File: src/rtl/uart_tx_sched.sv
// Round-robin, message-level scheduler that shares one uart_tx byte transmitter
// between NUM_REQ valid/ready byte streams; a grant is held until the message's last byte.
module uart_tx_sched #(
  parameter int          NUM_REQ     = 2,
  parameter logic [15:0] GAP_TIMEOUT = 16'd50000
) (
  input  logic                 clk,
  input  logic                 reset_n,
  input  logic [NUM_REQ-1:0]   req_valid,
  input  logic [8*NUM_REQ-1:0] req_data,
  input  logic [NUM_REQ-1:0]   req_last,
  output logic [NUM_REQ-1:0]   req_ready,
  output logic                 tx_send,
  output logic [7:0]           tx_data,
  input  logic                 tx_busy,
  output logic                 grant_valid,
  output logic [1:0]           grant_id,
  output logic                 msg_done,
  output logic                 timeout
);

  typedef enum logic [1:0] {IDLE, GRANT, SEND} state_t;

  state_t      state, state_nxt;
  logic        tx_send_nxt, grant_valid_nxt, msg_done_nxt, timeout_nxt;
  logic [7:0]  tx_data_nxt;
  logic [1:0]  grant_id_nxt, rr_ptr, rr_ptr_nxt;
  logic [15:0] gap_cnt, gap_cnt_nxt;
  logic        last_flag, last_flag_nxt;

  logic        g_valid, g_last;
  logic [7:0]  g_data;
  logic        sel_found;
  logic [1:0]  sel_id;
  logic [2:0]  cand;

  always_comb begin
    g_valid = 1'b0;
    g_data  = 8'h00;
    g_last  = 1'b0;
    req_ready = '0;
    for (int i = 0; i < NUM_REQ; i++) begin
      req_ready[i] = (state == GRANT) && (grant_id == 2'(i));
      if (grant_id == 2'(i)) begin
        g_valid = req_valid[i];
        g_data  = req_data[8*i +: 8];
        g_last  = req_last[i];
      end
    end
  end

  // Search starts one past the last served requester and wraps modulo NUM_REQ.
  always_comb begin
    sel_found = 1'b0;
    sel_id    = 2'd0;
    cand      = 3'd0;
    for (int k = 1; k <= NUM_REQ; k++) begin
      cand = 3'(rr_ptr) + 3'(k);
      if (cand >= 3'(NUM_REQ))
        cand = cand - 3'(NUM_REQ);
      for (int i = 0; i < NUM_REQ; i++) begin
        if (!sel_found && (cand == 3'(i)) && req_valid[i]) begin
          sel_found = 1'b1;
          sel_id    = 2'(i);
        end
      end
    end
  end

  always_comb begin
    state_nxt       = state;
    tx_send_nxt     = tx_send;
    tx_data_nxt     = tx_data;
    grant_valid_nxt = grant_valid;
    grant_id_nxt    = grant_id;
    msg_done_nxt    = 1'b0;
    timeout_nxt     = 1'b0;
    rr_ptr_nxt      = rr_ptr;
    gap_cnt_nxt     = gap_cnt;
    last_flag_nxt   = last_flag;
    unique case (state)
      IDLE: begin
        if (sel_found) begin
          grant_id_nxt    = sel_id;
          grant_valid_nxt = 1'b1;
          gap_cnt_nxt     = 16'd0;
          state_nxt       = GRANT;
        end
      end
      GRANT: begin
        if (g_valid) begin
          tx_data_nxt   = g_data;
          tx_send_nxt   = 1'b1;
          last_flag_nxt = g_last;
          state_nxt     = SEND;
        end else begin
          gap_cnt_nxt = gap_cnt + 16'd1;
          if ((GAP_TIMEOUT != 16'd0) && (gap_cnt == GAP_TIMEOUT - 16'd1)) begin
            timeout_nxt     = 1'b1;
            rr_ptr_nxt      = grant_id;
            grant_valid_nxt = 1'b0;
            state_nxt       = IDLE;
          end
        end
      end
      SEND: begin
        // The gap timer is frozen here; a busy transmitter may stall indefinitely.
        if (tx_send && !tx_busy) begin
          tx_send_nxt = 1'b0;
          if (last_flag) begin
            msg_done_nxt    = 1'b1;
            rr_ptr_nxt      = grant_id;
            grant_valid_nxt = 1'b0;
            state_nxt       = IDLE;
          end else begin
            gap_cnt_nxt = 16'd0;
            state_nxt   = GRANT;
          end
        end
      end
      default: state_nxt = IDLE;
    endcase
  end

  always_ff @(posedge clk or negedge reset_n) begin
    if (!reset_n) begin
      state       <= IDLE;
      tx_send     <= 1'b0;
      tx_data     <= 8'h00;
      grant_valid <= 1'b0;
      grant_id    <= 2'd0;
      msg_done    <= 1'b0;
      timeout     <= 1'b0;
      rr_ptr      <= 2'(NUM_REQ - 1);
      gap_cnt     <= 16'd0;
      last_flag   <= 1'b0;
    end else begin
      state       <= state_nxt;
      tx_send     <= tx_send_nxt;
      tx_data     <= tx_data_nxt;
      grant_valid <= grant_valid_nxt;
      grant_id    <= grant_id_nxt;
      msg_done    <= msg_done_nxt;
      timeout     <= timeout_nxt;
      rr_ptr      <= rr_ptr_nxt;
      gap_cnt     <= gap_cnt_nxt;
      last_flag   <= last_flag_nxt;
    end
  end

endmodule
File: config.mk
export PLATFORM = sky130hd
export DESIGN_NAME = uart_tx_sched
export DESIGN_NICKNAME = d
export VERILOG_FILES = /design/src/rtl/uart_tx_sched.sv
export SDC_FILE = /design/constraint.sdc
export NUM_CORES = 1
export LEC_CHECK = 0
export ABC_CLOCK_PERIOD_IN_PS = 1810
export CAP_MARGIN = 15
export CORE_MARGIN = 4
export CORE_UTILIZATION = 30
export CTS_CLUSTER_SIZE = 25
export DETAILED_ROUTE_END_ITERATION = 6
export GPL_TIMING_DRIVEN = 0
export MAX_ROUTING_LAYER = met4
export PLACE_DENSITY_LB_ADDON = 0.08
export SLEW_MARGIN = 10
export SYNTH_ARGS = -nofsm -noshare
export SYNTH_HDL_FRONTEND = slang
export SYNTH_SLANG_ARGS = --single-unit
File: constraint.sdc
create_clock -name clk -period 1.81 [get_ports clk]
set_input_delay 0.543 -clock clk [delete_from_list [all_inputs] [get_ports clk]]
set_output_delay 0.543 -clock clk [all_outputs]
set_load 0.05 [all_outputs]
Word-level counts from Yosys, hierarchy flattened
Index checks and enable logic that the tools add are counted.
{"block": "totals", "reg_bits": 35}
{"block": "classes", "addsub": 5, "order_cmp": 2, "eq_ne": 14, "n_mux": 46, "n_reduce_logical": 27}
{"operator": "$mux W16", "n": 4}
{"operator": "$pmux W16 S3", "n": 1}
{"operator": "$mux W1", "n": 23}
{"operator": "$mux W2", "n": 10}
{"operator": "$add A16 B1 Y16 const B", "n": 1}
{"operator": "$eq A16 B16 Y1 const B", "n": 1}
{"operator": "$mux W8", "n": 2}
{"operator": "$ne A2 B2 Y1 const B", "n": 6}
{"operator": "$logic_and A1 B1 Y1", "n": 10}
{"operator": "$reduce_and A5 Y1", "n": 2}
{"operator": "$eq A3 B1 Y1 const B", "n": 2}
{"operator": "$ge A3 B2 Y1 const B", "n": 2}
{"operator": "$logic_not A3 Y1", "n": 2}
{"operator": "$mux W3", "n": 2}
{"operator": "$pmux W2 S3", "n": 1}
{"operator": "$reduce_and A3 Y1", "n": 2}
{"operator": "$reduce_and A6 Y1", "n": 1}
{"operator": "$sub A3 B2 Y3 const B", "n": 2}
{"operator": "$eq A2 B1 Y1 const B", "n": 2}
{"operator": "$logic_not A1 Y1", "n": 4}
{"operator": "$logic_not A2 Y1", "n": 2}
{"operator": "$pmux W2 S2", "n": 1}
{"operator": "$reduce_and A2 Y1", "n": 2}
{"operator": "$add A2 B1 Y3 const B", "n": 1}
{"operator": "8 further kinds", "n": 8}

Depth between registers and ports, before layout
{"block": "depth", "word_depth": 20, "ltp_mapped": 8, "depth_no_buf": 6}

Worst setup path after synthesis
Ideal clock, no wire load.
{"block": "synth_path", "kind": "register to output", "from": "register grant_id[0]", "to": "output port req_ready[0]", "arrival_time_ns": 1.716, "setup_slack_ns": -0.449, "path_stages_with_launch": 4, "path_buffers": 2, "cell_sequence": "dfrtp_1 buf_6 clkbuf_1 nor2_1"}
{"block": "synth_via", "elab_chain_len": 2}
{"item": "from (decl)", "line": "17", "rtl": "output logic [1:0] grant_id,"}
{"item": "from (signal assigned)", "line": "142", "rtl": "grant_id <= grant_id_nxt;"}
{"item": "$logic_not A2 Y1", "line": "43", "rtl": "req_ready[i] = (state == GRANT) && (grant_id == 2'(i));"}
{"item": "$logic_and A1 B1 Y1", "line": "43"}
{"item": "to (decl)", "line": "12", "rtl": "output logic [NUM_REQ-1:0] req_ready,"}
Every way passes these cells.

Worst setup path after layout
{"block": "layout_path", "from": "register state[1]", "to": "output port req_ready[1]"}
{"block": "layout_via", "elab_chain_len": 2}
{"item": "from (decl)", "line": "24", "rtl": "state_t state, state_nxt;"}
{"item": "from (signal assigned)", "line": "138", "rtl": "state <= state_nxt;"}
{"item": "$eq A2 B1 Y1", "line": "43"}
{"item": "$logic_and A1 B1 Y1", "line": "43"}
Every way passes these cells.

==> metrics.md <==
| Metric | Value |
|---|---|
| First-pass DRT Iterations | 4 |
| Seq. cell area | 831 sq um |
| Ant. Diodes | 0 |
| Max Slew Vio Count | 0 |
| Flop-to-flop setup slack | -0.08 ns |
| Placer Congestion | approximately 0.75 |
| GRT overflow | 0 |
| Area of the multi-input gates | approximately 1200 sq um |
| Post-synth ARST share | 1.00 |
| MaxCap Viol Count | 0 |
| Hold_buf cts | 0 |
| Seq/Total Area, Yosys | 0.425 |
| CP startpoint kind | flip-flop |
| Reg2reg start | state[0]$_DFFE_PN0P_ |
| Final WS setup | -0.137 ns |
| PortBufs | 37 |
| Clock Path Buffers | 2 |
| Routed WL | 5540 um |
| Routed Antenna Nets | 0 |
| Initial antenna violation count | 0 |
| H-tree depth | 2 |
| Syn_area_per_cell | roughly 9.9 sq um |
| Total GRT Usage | 0.144 |
| Power density over the cells | between 1500 and 2000 nW/um^2 |
| Hold Path Class | in2async |
| DIE AREA | 7850 sq um |
| Maximum vdd drop | ~0.00079 V |
| Fill cells | about 600 |
| EDFF count, synth | 0 |
| Commonest non-fill, non-tap cells in the layout | dfrtp_1, buf_4, nand2_1 |
| Num CTS Buffers | 5 |
| #FFs+latches synth | 33 |
| Final layout net count | between 200 and 300 |
| Die W | a little under 90 um |
| Setup CP Type | reg2out |
| Worst Max-Slew Pin Slew | between 0.7 and 0.8 ns |
| Ranking of synthesized cells by area | dfrtp_1, mux2i_1, nand2_1 |
| Vias | ~1800 |
| Residual DRC count | 0 |
| Synth Instances | between 150 and 200 |
| Placed cell count | roughly 310 |
| Vias in the first global route | 1627 |
| P_leak | between 1 and 1.5 nW |
| Max Clk Rate | just over 500 MHz |
| WP data required | between 1 and 1.5 ns |
| Unrepaired setup endpoints after global routing | true |
| Clk_lat worst skew | approximately 0.29 ns |
| Final period util | 1.08 |
| Skew final | between 0.007 and 0.008 ns |
| Starting Density | 0.309 |
| Hpwl dp | ~3500 um |
| Ys Warns | 0 |
| Slew Limit Headroom | 0.481 |
| Top FF cell, synth | dfrtp_1 |
| Clock Sinks | 33 |
| # setup viols final | 10 |
| Unique masters post-synth | 49 |
| Synth top area share | 0.411 |
| Synthesized area | roughly 2000 sq um |
| Proportion of layout cells with a drive suffix above 1 | 0.332 |
| Placed cell area | 2420 sq um |
| Die Y | 88.6 um |
| Yosys top cell by area | dfrtp_1 |
| First-pass GRT wire length | approximately 8500 um |
| Starting DRT DRC Count | 64 |
| CTS tree | yes |
| Failing checks | negative setup slack |
| Worst-case reg-to-reg path depth | 8 |
| Avg WL per Cell | ~16 um |
| Num rows | 29 |
| Critical path arrival | between 1 and 1.5 ns |
| Final core utilization | 0.472 |
| Commonest non-fill, non-tap cell in the layout | dfrtp_1 |
| Net count after synthesis | about 230 |
| # IOs | 39 |
| Root Driver | clkbuf_8 |
| Clk slew on worst S/H paths | 0.08 ns |
| Vias per cell | between 5 and 6 |
| R2R Path End | gap_cnt[15]$_DFFE_PN0P_ |
| Fin cells | 348 |
| Status | finished with violations |
| Post-layout min period | about 1.9 ns |
| Crit-path max FO | 6 |
| Crit end category | output port |
| Largest net degree at the start of global routing | 34 |
| Area grow syn2layout | 53.1% |
| Final Hold Viols | 0 |
| Post-route cell area | roughly 3000 sq um |
| Core area | 6310 sq um |
state kept, by name, indices dropped and copies added, names as in the netlist:
signal and count:
tx_send 1, tx_data 8, grant_valid 1, grant_id 1, msg_done 1, state 2
rr_ptr 1, last_flag 1, timeout 1, gap_cnt 16
area by class of cell:
class / instances / share of cell area
Multi-Input combinational cell: 147 / 0.419
Sequential cell: 33 / 0.279
Timing Repair Buffer: 65 / 0.195
Buffer: 10 / 0.0352
Clock inverter: 3 / 0.00587
Tap cell: 77 / 0.0323
Clock buffer: 5 / 0.0231
Inverter: 8 / 0.0109
metrics by stage:
| stage | hold slack (ns) | total power, W | worst slack [ns] | setup TNS, ns |
|---|---|---|---|---|
| 4_1_cts | 0.363 | 0.00430 | -0.161 | -0.356 |
| 5_1_grt | 0.386 | 0.00499 | -0.207 | -1.96 |
| 2_1_floorplan | 0.247 | 0.00267 | 0.00329 | 0 |
| 6_report | 0.331 | 0.00470 | -0.137 | -0.668 |
| 3_5_place_dp | 0.477 | 0.00335 | -0.984 | -14.33 |
| 3_3_place_gp | 0.467 | 0.00334 | -0.989 | -34.72 |
routing by layer:
metal,GRT usage,share of wire,vias up
li1,-,-,875
met3,0.0279,0.052,5
met4,0.0330,0.0069,0
met1,0.201,0.48,842
met5,-,0,-
met2,0.218,0.46,43
kinds of logic (layout without fill, tap and decap cells):
kind of cell | after synthesis | count (layout) | share of synthesized area
compound gates | 48 | 49 | 0.176
fa+ha+maj | 6 | 6 | 0.0385
buf+inv | 18 | 91 | 0.0437
flops | 33 | 33 | 0.425
mux | 18 | 18 | 0.0995
other cells | 1 | 1 | 0.00192
simple gates | 73 | 73 | 0.216
synthesized netlist by cell type, drive strengths merged, types with 3 or more instances:
cell type	n
nand2b	6
buf	7
nand2	24
nor3	3
and3	3
nor2	7
ha	6
o21ai	19
mux2i	17
clkbuf	3
nand4	3
nand3	4
a21oi	8
dfrtp	32
inv	8
o31ai	9
o211ai	3
or4	3
or3	4
and4	3
report_power, final:
group	total, W	switching, W	internal (W)
Sequential	0.00108	0.000141	0.000939
Combinational	0.00305	0.00174	0.00131
Clock	0.000565	0.000299	0.000266
Total	0.00470	0.00218	0.00251
what timing repair did:
| action | in CTS | in global routing |
|---|---|---|
| pin swaps | 8 | 10 |
| buffers inserted | 13 | 13 |
| setup endpoints to repair | 44 | 21 |
| gates resized for setup | 67 | 28 |
| gates cloned | 1 | 2 |
worst max-delay path: stages (launching register included):
cell,delay (ns)
dfrtp_1,0.40
inv_2,0.12
ha_4,0.18
clkbuf_16,0.14
and2_4,0.14
buf_8,0.14
worst max-delay path by stage:
stage,startpoint,slack (ns),to,cells past startpoint
2_1_floorplan,state[1]$_DFFE_PN0P_,0.003,req_ready[1],4
5_1_grt,state[1]$_DFFE_PN0P_,-0.21,req_ready[0],6
6_report,state[1]$_DFFE_PN0P_,-0.14,req_ready[1],5
3_5_place_dp,state[1]$_DFFE_PN0P_,-0.98,req_ready[1],5
3_3_place_gp,state[1]$_DFFE_PN0P_,-0.99,req_ready[1],5
4_1_cts,state[1]$_DFFE_PN0P_,-0.16,req_ready[1],5
No activity file was read; power rests on OpenSTA's default activity.
